===== src/rtl/mem_access_pkg.sv =====
// Shared types and helpers for the MIPS memory access unit.
//
// Contents:
//   SZ_BYTE/SZ_HALF/SZ_WORD/SZ_RSVD : d_size encodings
//   state_t                         : IDLE, ACCESS, FAULT
//   chan_t                          : CH_IF (instruction fetch), CH_D (data)
//   is_misaligned()                 : alignment / reserved-size check
package mem_access_pkg;

   localparam logic [1:0] SZ_BYTE = 2'd0;
   localparam logic [1:0] SZ_HALF = 2'd1;
   localparam logic [1:0] SZ_WORD = 2'd2;
   localparam logic [1:0] SZ_RSVD = 2'd3;

   typedef enum logic [1:0] {
      IDLE   = 2'd0,
      ACCESS = 2'd1,
      FAULT  = 2'd2
   } state_t;

   typedef enum logic {
      CH_IF = 1'b0,
      CH_D  = 1'b1
   } chan_t;

   // The reserved size is reported as a fault rather than guessed at,
   // so it is treated as misaligned at every offset.
   function automatic logic is_misaligned(input logic [1:0] size,
                                          input logic [1:0] off);
      logic bad;
      case (size)
         SZ_BYTE: bad = 1'b0;
         SZ_HALF: bad = off[0];
         SZ_WORD: bad = (off != 2'b00);
         default: bad = 1'b1;
      endcase
      return bad;
   endfunction

endpackage


===== src/rtl/mem_lane_align.sv =====
// Combinational byte-lane steering for the memory access unit.
//
// Store side: builds byteenable and replicates the right-justified store
// data onto every lane so the enabled lanes carry the correct bytes.
// Load side: pulls the addressed byte/half out of the bus word and
// sign- or zero-extends it. Lanes are little-endian.
//
// Ports:
//   size        in  2   access size (SZ_*)
//   off         in  2   byte offset within the word (addr[1:0])
//   load_signed in  1   sign-extend loaded byte/half
//   store_data  in  32  right-justified store data
//   bus_rdata   in  32  raw Avalon readdata
//   lane_be     out 4   byteenable for the access
//   lane_wdata  out 32  lane-steered writedata
//   load_data   out 32  extended load result
module mem_lane_align
   import mem_access_pkg::*;
(
   input  logic [1:0]  size,
   input  logic [1:0]  off,
   input  logic        load_signed,
   input  logic [31:0] store_data,
   input  logic [31:0] bus_rdata,
   output logic [3:0]  lane_be,
   output logic [31:0] lane_wdata,
   output logic [31:0] load_data
);

   logic [31:0] shifted;

   // Store steering: replicating the data means only byteenable has to
   // depend on the offset; the bus ignores the disabled lanes.
   always_comb begin
      lane_be    = 4'h0;
      lane_wdata = 32'h0;
      case (size)
         SZ_BYTE: begin
            lane_be    = 4'b0001 << off;
            lane_wdata = {4{store_data[7:0]}};
         end
         SZ_HALF: begin
            lane_be    = 4'b0011 << off;
            lane_wdata = {2{store_data[15:0]}};
         end
         SZ_WORD: begin
            lane_be    = 4'hF;
            lane_wdata = store_data;
         end
         default: begin
            lane_be    = 4'h0;
            lane_wdata = 32'h0;
         end
      endcase
   end

   // Load extraction: shift the addressed lane down to bit 0, then extend.
   // Word accesses are always at offset 0, so the shifted word is the raw word.
   always_comb begin
      shifted   = bus_rdata >> {off, 3'b000};
      load_data = 32'h0;
      case (size)
         SZ_BYTE: load_data = load_signed ? {{24{shifted[7]}}, shifted[7:0]}
                                          : {24'h0, shifted[7:0]};
         SZ_HALF: load_data = load_signed ? {{16{shifted[15]}}, shifted[15:0]}
                                          : {16'h0, shifted[15:0]};
         default: load_data = shifted;
      endcase
   end

endmodule


===== src/rtl/mips_mem_access_unit.sv =====
// Two-channel Avalon-MM master for the multicycle MIPS core.
//
// Serves instruction fetches and data loads/stores over one Avalon bus.
// Data requests win over fetches when both are pending in IDLE. Misaligned
// requests and the reserved size fault without touching the bus.
//
// Build option: define MEM_TIMEOUT_EN to enable a waitrequest timeout
// (parameter TIMEOUT_CYCLES); without it the unit waits indefinitely.
//
// Ports:
//   clk, reset (async, active-low)
//   if_req/if_addr -> if_ack/if_rdata/if_fault   fetch channel
//   d_req/d_we/d_size/d_signed/d_addr/d_wdata
//                  -> d_ack/d_rdata/d_fault      data channel
//   address/read/write/writedata/byteenable
//   readdata/waitrequest                         Avalon-MM master
//   busy                                         high when not IDLE
module mips_mem_access_unit
   import mem_access_pkg::*;
#(
   parameter int ADDR_W = 32
`ifdef MEM_TIMEOUT_EN
   , parameter int TIMEOUT_CYCLES = 1024
`endif
) (
   input  logic              clk,
   input  logic              reset,
   input  logic              if_req,
   input  logic [ADDR_W-1:0] if_addr,
   output logic              if_ack,
   output logic [31:0]       if_rdata,
   output logic              if_fault,
   input  logic              d_req,
   input  logic              d_we,
   input  logic [1:0]        d_size,
   input  logic              d_signed,
   input  logic [ADDR_W-1:0] d_addr,
   input  logic [31:0]       d_wdata,
   output logic              d_ack,
   output logic [31:0]       d_rdata,
   output logic              d_fault,
   output logic [ADDR_W-1:0] address,
   output logic              read,
   output logic              write,
   output logic [31:0]       writedata,
   output logic [3:0]        byteenable,
   input  logic [31:0]       readdata,
   input  logic              waitrequest,
   output logic              busy
);

   state_t            state, state_nxt;
   chan_t             lat_ch;
   logic [ADDR_W-1:0] lat_addr;
   logic [1:0]        lat_size;
   logic              lat_we;
   logic              lat_signed;
   logic [31:0]       lat_wdata;

   logic              accept_d, accept_if, new_fault;
   logic              bus_done, timeout_hit;
   logic [3:0]        lane_be;
   logic [31:0]       lane_wdata, load_data;

   mem_lane_align u_align (
      .size        (lat_size),
      .off         (lat_addr[1:0]),
      .load_signed (lat_signed),
      .store_data  (lat_wdata),
      .bus_rdata   (readdata),
      .lane_be     (lane_be),
      .lane_wdata  (lane_wdata),
      .load_data   (load_data)
   );

   // Request selection in IDLE: data has priority; a fetch is always a word.
   always_comb begin
      accept_d  = (state == IDLE) && d_req;
      accept_if = (state == IDLE) && !d_req && if_req;
      new_fault = accept_d ? is_misaligned(d_size, d_addr[1:0])
                           : is_misaligned(SZ_WORD, if_addr[1:0]);
   end

`ifdef MEM_TIMEOUT_EN
   localparam int TCNT_W = $clog2(TIMEOUT_CYCLES + 1);
   logic [TCNT_W-1:0] stall_cnt;

   // Stall counter: held at zero outside ACCESS so every access starts fresh.
   always_ff @(posedge clk or negedge reset) begin
      if (!reset) begin
         stall_cnt <= '0;
      end else if (state != ACCESS) begin
         stall_cnt <= '0;
      end else if (waitrequest) begin
         stall_cnt <= stall_cnt + TCNT_W'(1);
      end
   end

   assign timeout_hit = (state == ACCESS) && waitrequest &&
                        (stall_cnt == TCNT_W'(TIMEOUT_CYCLES - 1));
`else
   assign timeout_hit = 1'b0;
`endif

   // The access ends either on a normal handshake or on a timeout.
   assign bus_done = (state == ACCESS) && (!waitrequest || timeout_hit);

   // Next-state and Avalon outputs. Bus signals come only from latched
   // values, so they stay stable through waitrequest and drop to zero the
   // moment the state register is reset.
   always_comb begin
      state_nxt  = state;
      read       = 1'b0;
      write      = 1'b0;
      address    = '0;
      writedata  = 32'h0;
      byteenable = 4'h0;
      case (state)
         IDLE: begin
            if (accept_d || accept_if) begin
               state_nxt = new_fault ? FAULT : ACCESS;
            end
         end
         ACCESS: begin
            read       = !lat_we;
            write      = lat_we;
            address    = {lat_addr[ADDR_W-1:2], 2'b00};
            byteenable = (lat_ch == CH_IF) ? 4'hF : lane_be;
            writedata  = lat_we ? lane_wdata : 32'h0;
            if (bus_done) begin
               state_nxt = IDLE;
            end
         end
         FAULT: state_nxt = IDLE;
         default: state_nxt = IDLE;
      endcase
   end

   assign busy = (state != IDLE);

   // State register.
   always_ff @(posedge clk or negedge reset) begin
      if (!reset) begin
         state <= IDLE;
      end else begin
         state <= state_nxt;
      end
   end

   // Request latch: captured once on acceptance and held for the whole access.
   always_ff @(posedge clk or negedge reset) begin
      if (!reset) begin
         lat_ch     <= CH_IF;
         lat_addr   <= '0;
         lat_size   <= SZ_BYTE;
         lat_we     <= 1'b0;
         lat_signed <= 1'b0;
         lat_wdata  <= 32'h0;
      end else if (accept_d) begin
         lat_ch     <= CH_D;
         lat_addr   <= d_addr;
         lat_size   <= d_size;
         lat_we     <= d_we;
         lat_signed <= d_signed;
         lat_wdata  <= d_wdata;
      end else if (accept_if) begin
         lat_ch     <= CH_IF;
         lat_addr   <= if_addr;
         lat_size   <= SZ_WORD;
         lat_we     <= 1'b0;
         lat_signed <= 1'b0;
         lat_wdata  <= 32'h0;
      end
   end

   // Completion pulses. Acks, faults and rdata are single-cycle; rdata is
   // zero outside its ack cycle and for stores, faults and timeouts.
   always_ff @(posedge clk or negedge reset) begin
      if (!reset) begin
         if_ack   <= 1'b0;
         if_fault <= 1'b0;
         if_rdata <= 32'h0;
         d_ack    <= 1'b0;
         d_fault  <= 1'b0;
         d_rdata  <= 32'h0;
      end else begin
         if_ack   <= 1'b0;
         if_fault <= 1'b0;
         if_rdata <= 32'h0;
         d_ack    <= 1'b0;
         d_fault  <= 1'b0;
         d_rdata  <= 32'h0;
         if (bus_done) begin
            if (lat_ch == CH_D) begin
               d_ack   <= 1'b1;
               d_fault <= timeout_hit;
               d_rdata <= (timeout_hit || lat_we) ? 32'h0 : load_data;
            end else begin
               if_ack   <= 1'b1;
               if_fault <= timeout_hit;
               if_rdata <= timeout_hit ? 32'h0 : readdata;
            end
         end else if (state == FAULT) begin
            if (lat_ch == CH_D) begin
               d_ack   <= 1'b1;
               d_fault <= 1'b1;
            end else begin
               if_ack   <= 1'b1;
               if_fault <= 1'b1;
            end
         end
      end
   end

endmodule

===== config.mk =====
export PLATFORM = sky130hd
export DESIGN_NAME = mips_mem_access_unit
export DESIGN_NICKNAME = d
export VERILOG_FILES = /design/src/rtl/mem_access_pkg.sv /design/src/rtl/mem_lane_align.sv /design/src/rtl/mips_mem_access_unit.sv
export SDC_FILE = /design/constraint.sdc
export NUM_CORES = 1
export LEC_CHECK = 0
export ABC_AREA = 1
export CAP_MARGIN = 25
export CORE_MARGIN = 3
export CORE_UTILIZATION = 44
export DETAILED_ROUTE_END_ITERATION = 7
export GPL_TIMING_DRIVEN = 0
export PLACE_DENSITY = 0.81
export SYNTH_ARGS = -nofsm -noshare
export SYNTH_HDL_FRONTEND = slang
export SYNTH_HIERARCHICAL = 1
export SYNTH_SLANG_ARGS = --single-unit

===== constraint.sdc =====
create_clock -name clk -period 1.78 [get_ports clk]
set_input_delay 0.445 -clock clk [delete_from_list [all_inputs] [get_ports clk]]
set_output_delay 0.445 -clock clk [all_outputs]
set_load 0.05 [all_outputs]

==> results.toml <==
[synth]
ys_seq_area_share_pct = 49.5
synth.area.top_cells = "dfrtp_1 49%, nand2_1 17%, nor2_1 8.7%"
yosysWarnings = 6
netlist_area_um2 = 7030
yosysTopAreaCellShare_pct = 49.5
yosysUniqueCellTypes = 30
yosysTopAreaCell = "dfrtp_1"
synth_seq_cells = 139
syn_avg_cell_area_um2 = 7.47
netlist_instances = 941

[power]
leakage_nw = 5.99
max-vdd-ir-drop_mv = 1.01
p_per_area_nw_per_um2 = 1630
finalPower_w = 0.0194

[floorplanning]
die-area_um2 = 17500
io_pins = 276
rows = 45
die_x_um = 132
core-area_um2 = 15400
chipHeight_um = 132
start_util_pct = 45.6

[final_layout]
diodes = 0
final_cell_mix = "265 x nand2_1, 136 x dfrtp_1, 135 x clkdlybuf4s50_1"
fin_area_um2 = 11900
drive_gt1_share_pct = 27.5
synthToLayoutAreaGrowth_pct = 69.8
fin_nets = 1394
final_common_cell = "nand2_1"

[clocking]
cts_buffer_depth = 2
cts_buffers = 17
clk_root_buffer_cell = "clkbuf_16"
htreeDepth = 4
path_clk_slew_ns = 0.06
cts_tree = "yes"
clk_latency_ns = 0.42
cts.sinks = 139

[worst_setup_path]
critPathMaxFanout = 8
critPathKind = "flip-flop to output pin"
worstSetupStartpoint = "lat_size[1]"
critPathLaunchType = "flip-flop"
crit_chain = "inv_6, nand2_8, clkinvlp_4, nand2_2, nand3_1, nand2_1, nor2_2, buf_6"
slowest_delay_ns = 0.46
crit_required_ns = 1.33
r2r-start = "lat_size[1]"
slowest_stage = "dfrtp_2"
arrival_ns = 1.83
end_kind = "output pin"

[grt]
grt_first_pass_wirelength_mm = 39.6
antenna_found_initial = 1
grt_pass1_vias = 7561
grt_use_total_pct = 28.6
grt_max_degree = 72
overflow = 0

[detailed_routing]
postRouteAntennaNets = 0
drc = 0
drt_wl_total_mm = 26.4
avgRoutedWirePerCell_um = 17.8
vias_per_cell = 5.17
drtPass1Iterations = 6
vias = 7653
drt_iter0_drc = 634

[place]
placed_area_um2 = 10300
place_hpwl_mm = 19.0
port-buffer-count = 273
gp_congestion = 0.943

[timing]
tightest_slew_ns = 0.648
setup_viol = 68
slew_headroom_pct = 56.8
max_clock_freq_ghz = 0.441
hold_violations = 0
fin_crit_ns = 2.27
fin_ws_ns = -0.490
rsz0062_at_grt = "true"
finalClockSkew_ns = 0.00800
finalSetupTns_ns = -22.47
fin_crit_sh_pct = 128
slew_viol_final = 0

[status]
status = "finished, violations left"
violations = "negative setup slack"

[min_path]
hp-class = "input port to async pin"

[run]
maxCapViolations = 0
## worst max-delay path, delay by kind of cell (launching register included)
kind,cells,cell delay [ns]
buf+inv,3,0.48
flops,1,0.46
simple gates,5,0.47
## path summary, 6_finish.rpt
path                            slack (ns)  cells after the start       endpoint
worst max-delay path                 -0.49                      8  writedata[31]
worst min-delay path                 0.009                      1    d_rdata[12]
worst max register to register        0.05                     10     d_rdata[8]
worst min register to register        0.46                      1         if_ack
max in group asynchronous             1.01                      2         if_ack
min in group clk                      0.46                      1         if_ack
## sequential cells by signal (all words and copies together), names as in the netlist, 2 cells and up
name / flops
lat_addr: 32
d_rdata: 32
state: 2
if_rdata: 32
lat_size: 2
lat_wdata: 32
## logic make-up after synthesis
family	synth area share [%]
compound gates	9.22
buf+inv	9.63
flops	49.5
other cells	0.0533
simple gates	31.6
## what timing repair did
| item | in CTS | in global routing |
|---|---|---|
| gates resized for setup | 681 | 96 |
| setup endpoints to repair | 137 | 109 |
| cloned | 4 | 3 |
| pin swaps | 41 | 25 |
| hold buffers | 0 | 0 |
| setup buffers | 14 | 3 |
## cell type report
| class | count | area [um2] |
|---|---|---|
| Inverter | 86 | 354 |
| Buffer | 59 | 493 |
| Timing Repair inverter | 1 | 16.3 |
| Clock buffer | 22 | 464 |
| Timing Repair Buffer | 296 | 3110 |
| Clock inverter | 10 | 141 |
| Tap cell | 211 | 264 |
| Fill cell | 1071 | 3490 |
| Sequential cell | 139 | 3480 |
| Multi-Input combinational cell | 657 | 3610 |
## through the flow
stage               instances  setup WS, ns  hold WS (ns)  util (%)
CTS                      1475        -0.464        0.0426      75.0
floorplan                 942        -0.195         0.149         -
finish                   1481        -0.490       0.00883      77.4
detailed placement       1427         -1.06         0.446      66.8
global route             1481        -0.553        0.0658      77.4
global placement         1426         -5.03         0.435      66.7
## where the power goes
part	switching, W	internal [W]	leakage, nW
Sequential	0.000679	0.00409	1.83
Combinational	0.00704	0.00401	3.87
Clock	0.00132	0.00228	0.290
Total	0.00904	0.0104	5.99
## cells in the mapped netlist
library cell and n:
or2_1 1, buf_1 4, nor2_4 2, nand3_2 5, o211ai_1 1, nor2_2 3, clkbuf_1 21, o22a_1 1
o21ai_1 1, o21ai_0 44, buf_4 5, inv_1 79, dfrtp_1 139, nand4_1 1, nand2_1 315, nand3_1 57
inv_4 1, a22o_1 34, a21oi_1 20, buf_6 9, nand2_4 1, nor2_1 162, o21ai_2 1, clkinv_1 2
nand2_2 4, clkbuf_8 1, and2_1 1, conb_1 1, inv_2 4, buf_2 21
## layer usage
layer | up-vias | routed length, um | global-route usage (%)
met5 | - | 0 | 0
met4 | 0 | 1090 | 12.9
met3 | 80 | 2190 | 7.10
met2 | 428 | 13300 | 49.3
met1 | 3592 | 9830 | 33.7
li1 | 3553 | - | -
(Power assumes the default switching activity.)
